==> src/rtl/pipe_ctrl_pkg.sv <==
// Shared types and defaults for the pipeline stall/flush sequencer.
package pipe_ctrl_pkg;

   localparam int unsigned PIPE_CNT_W_DEFAULT  = 32;
   localparam int unsigned MEM_TIMEOUT_DEFAULT = 255;

   typedef enum logic [1:0] {
      RUN         = 2'd0,
      MEM_WAIT    = 2'd1,
      MULDIV_WAIT = 2'd2
   } pipe_state_t;

endpackage

==> src/rtl/pipe_event_counter.sv <==
// Enable-driven wrapping event counter with synchronous active-high reset.
module pipe_event_counter #(
   parameter int unsigned CNT_W = 32
) (
   input  logic             clk,
   input  logic             rst,
   input  logic             en,
   output logic [CNT_W-1:0] count
);

   always_ff @(posedge clk) begin
      if (rst) begin
         count <= '0;
      end else if (en) begin
         count <= count + CNT_W'(1);
      end
   end

endmodule

==> src/rtl/pipeline_stall_sequencer.sv <==
// Central stall/flush sequencer for the 5-stage RV32 pipeline.
// Performance counters are built only when PIPE_PERF_COUNTERS_EN is defined.
module pipeline_stall_sequencer
   import pipe_ctrl_pkg::*;
#(
   parameter int unsigned MEM_TIMEOUT = MEM_TIMEOUT_DEFAULT,
   parameter int unsigned CNT_W       = PIPE_CNT_W_DEFAULT
) (
   input  logic             clk,
   input  logic             rst,
   input  logic             load_use,
   input  logic             branch_taken,
   input  logic             dmem_req,
   input  logic             dmem_ready,
   input  logic             muldiv_req,
   input  logic             muldiv_done,
   output logic             muldiv_go,
   output logic             pc_write,
   output logic             if_id_write,
   output logic             id_ex_write,
   output logic             ex_mem_write,
   output logic             if_id_flush,
   output logic             id_ex_flush,
   output logic             ex_mem_bubble,
   output logic             mem_wb_bubble,
   output logic             mem_timeout_err,
   output logic [CNT_W-1:0] stall_cycles,
   output logic [CNT_W-1:0] flush_count
);

   localparam int unsigned WAIT_W = (MEM_TIMEOUT < 2) ? 1 : $clog2(MEM_TIMEOUT);

   pipe_state_t       state;
   pipe_state_t       next_state;
   logic [WAIT_W-1:0] wait_cnt;
   logic              done_latched;
   logic              done_set;
   logic              done_clr;
   logic              timeout_hit;
   logic              mem_freeze;

   assign mem_freeze = dmem_req && !dmem_ready;

   // State register, memory wait counter, latched muldiv_done and sticky error
   always_ff @(posedge clk) begin
      if (rst) begin
         state           <= RUN;
         wait_cnt        <= '0;
         done_latched    <= 1'b0;
         mem_timeout_err <= 1'b0;
      end else begin
         state <= next_state;
         if (state != MEM_WAIT) begin
            wait_cnt <= '0;
         end else if (!dmem_ready) begin
            wait_cnt <= wait_cnt + WAIT_W'(1);
         end
         if (done_set) begin
            done_latched <= 1'b1;
         end else if (done_clr) begin
            done_latched <= 1'b0;
         end
         if (timeout_hit) begin
            mem_timeout_err <= 1'b1;
         end
      end
   end

   // Next-state and combinational stage controls
   always_comb begin
      next_state    = state;
      pc_write      = 1'b1;
      if_id_write   = 1'b1;
      id_ex_write   = 1'b1;
      ex_mem_write  = 1'b1;
      if_id_flush   = 1'b0;
      id_ex_flush   = 1'b0;
      ex_mem_bubble = 1'b0;
      mem_wb_bubble = 1'b0;
      muldiv_go     = 1'b0;
      done_set      = 1'b0;
      done_clr      = 1'b0;
      timeout_hit   = 1'b0;

      if (rst) begin
         next_state    = RUN;
         pc_write      = 1'b0;
         if_id_write   = 1'b0;
         id_ex_write   = 1'b0;
         ex_mem_write  = 1'b0;
         if_id_flush   = 1'b1;
         id_ex_flush   = 1'b1;
         ex_mem_bubble = 1'b1;
         mem_wb_bubble = 1'b1;
      end else begin
         case (state)
            RUN: begin
               if (mem_freeze) begin
                  pc_write      = 1'b0;
                  if_id_write   = 1'b0;
                  id_ex_write   = 1'b0;
                  ex_mem_write  = 1'b0;
                  mem_wb_bubble = 1'b1;
                  next_state    = MEM_WAIT;
               end else if (muldiv_req) begin
                  pc_write      = 1'b0;
                  if_id_write   = 1'b0;
                  id_ex_write   = 1'b0;
                  ex_mem_bubble = 1'b1;
                  muldiv_go     = 1'b1;
                  next_state    = MULDIV_WAIT;
               end else if (branch_taken) begin
                  // Branch squashes any load-use victim sitting behind it
                  if_id_flush = 1'b1;
                  id_ex_flush = 1'b1;
               end else if (load_use) begin
                  pc_write    = 1'b0;
                  if_id_write = 1'b0;
                  id_ex_flush = 1'b1;
               end
            end

            MEM_WAIT: begin
               // On release the frozen registers replay branch/load-use next cycle
               if (dmem_ready) begin
                  next_state = RUN;
               end else begin
                  pc_write      = 1'b0;
                  if_id_write   = 1'b0;
                  id_ex_write   = 1'b0;
                  ex_mem_write  = 1'b0;
                  mem_wb_bubble = 1'b1;
                  if (wait_cnt == WAIT_W'(MEM_TIMEOUT - 1)) begin
                     timeout_hit = 1'b1;
                     next_state  = RUN;
                  end
               end
            end

            MULDIV_WAIT: begin
               pc_write    = 1'b0;
               if_id_write = 1'b0;
               if (mem_freeze) begin
                  id_ex_write   = 1'b0;
                  ex_mem_write  = 1'b0;
                  mem_wb_bubble = 1'b1;
                  done_set      = muldiv_done;
               end else if (muldiv_done || done_latched) begin
                  done_clr   = 1'b1;
                  next_state = RUN;
               end else begin
                  id_ex_write   = 1'b0;
                  ex_mem_bubble = 1'b1;
               end
            end

            default: begin
               next_state = RUN;
            end
         endcase
      end
   end

   // A MUL/DIV in EX can never be younger than a taken branch in EX
   muldiv_with_branch_illegal: assert property (
      @(posedge clk) disable iff (rst) !(state == RUN && muldiv_req && branch_taken)
   );

`ifdef PIPE_PERF_COUNTERS_EN
   pipe_event_counter #(.CNT_W(CNT_W)) u_stall_counter (
      .clk   (clk),
      .rst   (rst),
      .en    (!pc_write),
      .count (stall_cycles)
   );

   pipe_event_counter #(.CNT_W(CNT_W)) u_flush_counter (
      .clk   (clk),
      .rst   (rst),
      .en    (if_id_flush),
      .count (flush_count)
   );
`else
   assign stall_cycles = '0;
   assign flush_count  = '0;
`endif

endmodule

==> config.mk <==
export PLATFORM = sky130hd
export DESIGN_NAME = pipeline_stall_sequencer
export DESIGN_NICKNAME = d
export VERILOG_FILES = /design/src/rtl/pipe_ctrl_pkg.sv /design/src/rtl/pipe_event_counter.sv /design/src/rtl/pipeline_stall_sequencer.sv
export SDC_FILE = /design/constraint.sdc
export NUM_CORES = 1
export LEC_CHECK = 0
export CAP_MARGIN = 20
export CORE_MARGIN = 4
export CORE_UTILIZATION = 39
export CTS_CLUSTER_DIAMETER = 60
export DETAILED_ROUTE_END_ITERATION = 8
export GPL_ROUTABILITY_DRIVEN = 0
export PLACE_DENSITY_LB_ADDON = 0.05
export SLEW_MARGIN = 30
export SYNTH_ARGS = -nofsm -noshare
export SYNTH_HDL_FRONTEND = slang
export SYNTH_HIERARCHICAL = 1
export SYNTH_SLANG_ARGS = --single-unit
==> constraint.sdc <==
create_clock -name clk -period 3.9 [get_ports clk]
set_input_delay 0.78 -clock clk [delete_from_list [all_inputs] [get_ports clk]]
set_output_delay 0.78 -clock clk [all_outputs]
set_load 0.02 [all_outputs]
==> flow_summary.toml, run 1 <==
[finish]
diodes = 0
register_area_um2 = 240
drive_above_1_share_pct = 5.42
fillerInstances = 342
stdcell_count = 210
layout.nets = 178
area_growth_pct = -2.56
multiInputGateArea_um2 = 684

[yosys]
synth_seq_cells = 12
ys_warn_count = 6
async_reset_ff_share_pct = 0
synth_area_leaders = "buf_4, dfxtp_1, a21oi_1, nor2_1, xor2_1"
synth_area_um2 = 1220
syn_area_per_cell_um2 = 8.04
yosysTopAreaCell = "buf_4"
synth_cells = 152
yosysSeqAreaShare_pct = 19.7
yosysTopAreaCellShare_pct = 41.1
synthFlopType = "dfxtp_1"
synth_edf_count = 0
ys_types = 35

[drt]
via_per_inst = 3.79
antenna_left = 0
drt_drc_violations_left = 0
drtIter0Drc = 20
via_count = 795
drt-total-wl_um = 2000
drtPass1Iterations = 4
wl_per_cell_um = 9.51

[run]
maxCapViolations = 0

[floorplanning]
die_w_um = 64.0
coreArea_um2 = 3030
io_pins = 82
fp.dieH_um = 64.0
die-area_um2 = 4090
std_cell_rows = 20
initial_utilization_pct = 40.4

[global_route]
grt_use_met2_pct = 16.8
grt_pass1_wl_um = 3080
grt_max_degree = 13
grt_util_met1_pct = 9.93
grt_pass1_vias = 767
met3_usage_pct = 3.34
globalRouteTotalUtil_pct = 9.29
antenna_found_initial = 0
grt_overflow_total = 0
busiest_layer = "met2"

[critical_path]
crit_arrival_ns = 2.71
cp_max_fo = 6
critPathLaunchType = "input port"
ff2ff_setup_slack_ns = 2.61
criticalPathCategory = "in -> out"
critPathRequiredTime_ns = 3.12
cp-end-kind = "output port"
ff2ff_path_depth = 2

[sta]
setup-violations-final = 0
drv_slew = 0
post-route-period-util_pct = 89.4
timing.fmax_mhz = 287
period_needed_ns = 3.49
rsz0062_at_grt = "false"
setup_slack_ns = 0.412
finalHoldViolations = 0
setup_tns_ns = 0
skew_ns = 0.00101

[clocking]
cts_tree = "yes"
clk_latency_ns = 0.26
cts_buffers = 3
post_cts_buffers = 0
cts-hold-fix-buffers = 0
cts.path.max_buffers = 2
cts_resized = 0
clk_pin_slew_ns = 0.07
clockRootBuffer = "clkbuf_4"
clkSinkCount = 12
htree_levels = 1

[power_and_ir_drop]
power.share.sequential_pct = 39.6
p_sw_mw = 0.143
ir_worst_vdd_v = 0.0000877
power.density_nw_per_um2 = 292
internal-power_mw = 0.205
swShare_pct = 41.2
leakagePower_nw = 0.578
clock_power_share_pct = 21.0
power.total_mw = 0.348
combinationalPowerShare_pct = 39.4

[placed_design]
placedCellCount = 207
dp_hpwl_um = 1660
dp_slack_ns = 0.386
portBuffers = 17

[worst_hold_path]
hold_depth = 2
worstHoldPathType = "reg -> reg"

[run_status]
status = "finished clean"
-- worst paths after layout --
check	start	to
setup / recovery	dmem_req	pc_write
hold / removal	mem_timeout_err	mem_timeout_err
setup reg to reg	state[0]	wait_cnt[5]
hold reg to reg	mem_timeout_err	mem_timeout_err
-- sequential cells by signal, indices dropped and copies added (netlist names) --
signal           count
done_latched         1
mem_timeout_err      1
state                2
wait_cnt             8
-- final cells by class --
| class | instances | share of cell area, % |
|---|---|---|
| clock buffer | 3 | 1.89 |
| inverter | 3 | 0.945 |
| timing repair buffer | 18 | 14.9 |
| multi-input combinational | 130 | 57.5 |
| tap | 44 | 4.62 |
| sequential | 12 | 20.2 |
-- power by group through the flow --
stage	sequential, mW	clock, mW	combinational, mW
global placement	0.141	0	0.136
global route	0.139	0.0789	0.149
floorplan	0.132	0	0.163
detailed placement	0.140	0	0.136
finish	0.138	0.0731	0.137
CTS	0.138	0.0774	0.137
-- placed cells by master (no fill, tap or decap), drive strengths merged, types with 3 or more instances in the layout --
cell           count
o21ai              8
xor2               4
inv                3
conb              64
nor2              12
a21oi             10
dfxtp             12
clkdlybuf4s50     17
nand2b             5
clkbuf             3
-- cell families (layout without fill, tap and decap cells) --
group / Yosys count / after routing / synth area share [%]
flops: 12 / 12 / 19.7
simple gates: 34 / 34 / 18.6
fa+ha+maj: 2 / 2 / 2.05
other cells: 1 / 64 / 0.307
compound gates: 24 / 24 / 11.3
buf+inv: 73 / 24 / 43.7
xor+xnor: 5 / 5 / 3.58
mux: 1 / 1 / 0.819
-- Yosys cell counts (2+ instances only) --
master    instances
a211o_1           2
a21o_1            2
a21oi_1          10
buf_4            67
dfxtp_1          12
ha_1              2
inv_1             3
nand2_1           2
nand2b_1          4
nand4_1           2
nor2_1           12
o21ai_0           6
o21ai_1           2
or3_1             2
xor2_1            4
-- critical path, cell delays in order --
cell and delay [ns]:
clkdlybuf4s50_1 0.46, and2b_4 0.21, nor4_4 0.27, o21ai_1 0.12, a21oi_1 0.22, clkdlybuf4s50_1 0.65
-- per-stage QoR --
step	util (%)	hold WS (ns)	area (um^2)
2_1_floorplan	-	0.459	1460
3_3_place_gp	38.6	0.469	1170
3_5_place_dp	38.6	0.468	1170
4_1_cts	39.3	0.486	1190
5_1_grt	39.3	0.514	1190
6_report	39.3	0.475	1190
-- routing by layer --
layer,up-vias,share of wire [%]
met4,0,0
met1,358,37
li1,396,-
met2,41,53
met5,-,0
met3,0,9.7
Power figures use the tool's default switching activity.
==> inputs of run 2 (changes only) <==
- CORE_UTILIZATION: 39 -> 36
- clock period: 3.9 -> 3.42 ns (I/O delays scaled with it)
==> run 2 against run 1 <==
  * First-iteration DRC count down 5.0%
  * Global-route usage down 0.30 points
  * Non-clock buffer count up 1
  * Clock skew rose by 0.0053 ns
  * Sequential share of layout area is 0.35 points lower
  * Flip-flop and latch count did not move
  * Critical path depth did not move
  * Die area up 7.3%
  * Setup slack lost 0.20 ns
  * Power up 24%
  * Largest power group is now combinational logic
==> flow_summary.toml, run 2 (same netlist as run 1, synthesis figures left out) <==
[run_status]
status = "finished clean"

[finish]
diodes = 0
largest-register = "wait_cnt"
layout.nets = 179
stdcell_count = 212
largestRegisters = "wait_cnt (8), state (2)"
area_growth_pct = -0.819
drive_above_1_share_pct = 6.55
fillerInstances = 324
design_area_um2 = 1210
largest_reg_flops = 8
final_common_cell = "conb_1"
layout_common_cells = "conb_1, clkdlybuf4s50_1, nor2_1, dfxtp_1, a21oi_1"

[sta]
setup-violations-final = 0
post-route-period-util_pct = 93.8
drv_slew = 0
period_needed_ns = 3.21
rsz0062_at_grt = "false"
hold_ws_ns = 0.490
timing.fmax_mhz = 312
setup_tns_ns = 0
finalHoldViolations = 0
skew_ns = 0.00628

[critical_path]
crit_arrival_ns = 2.52
criticalPathCategory = "in -> out"
ff2ff_path_depth = 2
cp-end-kind = "output port"
critPathLaunchType = "input port"
reg2reg_to = "wait_cnt[5]"
cp_max_fo = 4
r2r_start = "state[0]"
ff2ff_setup_slack_ns = 2.08
critPathRequiredTime_ns = 2.74

[global_route]
grt_max_degree = 13
grt_pass1_vias = 680
grt_pass1_wl_um = 3090
antenna_found_initial = 0
grt_overflow_total = 0
globalRouteTotalUtil_pct = 8.99

[floorplanning]
fp.dieH_um = 66.3
die-area_um2 = 4390
die_w_um = 66.3
io_pins = 82
coreArea_um2 = 3150
std_cell_rows = 20
initial_utilization_pct = 38.8

[placed_design]
placedCellCount = 208
dp_hpwl_um = 1710
dpl-instance-area_um2 = 1180
portBuffers = 17

[power_and_ir_drop]
power.density_nw_per_um2 = 355
power.total_mw = 0.430
p_sw_mw = 0.171
swShare_pct = 39.7
combinationalPowerShare_pct = 36.8
ir_worst_vdd_v = 0.000143
power.share.sequential_pct = 36.4
leakagePower_nw = 0.590
internal-power_mw = 0.259
clock_power_share_pct = 26.8

[clocking]
cts_tree = "yes"
cts_buffers = 3
htree_levels = 1
clockRootBuffer = "clkbuf_4"
cts-hold-fix-buffers = 0
clk_pin_slew_ns = 0.08
clk_latency_ns = 0.28
clkSinkCount = 12
post_cts_buffers = 0
cts_resized = 0
cts.path.max_buffers = 2

[drt]
antenna_left = 0
drt_drc_violations_left = 0
drt-met1-wl_um = 830
wl_per_cell_um = 9.78
via_count = 831
drtPass1Iterations = 4
top_layer = "met4"
drtIter0Drc = 19
wl_met2_um = 968
via_per_inst = 3.92
drt-total-wl_um = 2070
dr_wl_met3_um = 236

[worst_hold_path]
hold_depth = 2
min_from = "wait_cnt[7]"
min_to = "wait_cnt[7]"
worstHoldPathType = "reg -> reg"

[run]
maxCapViolations = 0
==> run 2: cell count changes in the layout (fill, tap and decap cells not counted), sizes merged <==
cell    change
buf         +1
clkbuf      +1
==> run 2: worst max-delay path by stage <==
| stage | startpoint | to | slack (ns) | cells past startpoint |
|---|---|---|---|---|
| finish | dmem_ready | if_id_write | 0.21 | 6 |
| detailed placement | dmem_ready | if_id_write | 0.19 | 6 |
| global route | dmem_ready | if_id_write | 0.07 | 6 |
| CTS | dmem_ready | if_id_write | 0.19 | 6 |
| floorplan | dmem_ready | pc_write | 0.90 | 5 |
| global placement | dmem_ready | pc_write | 0.23 | 6 |
==> run 2: final cells by class <==
class                           count  area, um^2  share of cell area (%)
Tap cell                           44        55.1                    4.54
Multi-Input combinational cell    130         684                    56.5
Sequential cell                    12         240                    19.8
Clock buffer                        4        36.3                    2.99
Inverter                            3        11.3                   0.929
Timing Repair Buffer               19         185                    15.3
==> run 2: through the flow <==
step	setup WS, ns	util (%)
after detailed placement	0.185	37.3
final	0.213	38.5
after global routing	0.0671	38.5
after floorplan	0.904	-
after CTS	0.187	38.5
after global placement	0.225	37.3
==> run 2: worst max-delay path: stages <==
cell,delay (ns)
clkdlybuf4s50_1,0.48
and2b_4,0.20
nor4_4,0.19
o21ai_1,0.12
a21oi_1,0.20
clkdlybuf4s50_1,0.64
==> run 2: power by group through the flow <==
stage	clock, mW	sequential, mW	combinational [mW]
floorplan	0	0.151	0.186
global placement	0	0.160	0.158
detailed placement	0	0.160	0.157
CTS	0.117	0.157	0.157
global route	0.124	0.158	0.171
finish	0.115	0.157	0.158
==> run 2: metal layers <==
| layer | vias up | global-route usage, % |
|---|---|---|
| met5 | - | 0 |
| met4 | 0 | 4.57 |
| met3 | 4 | 1.87 |
| met2 | 54 | 14.7 |
| met1 | 375 | 10.9 |
| li1 | 398 | - |
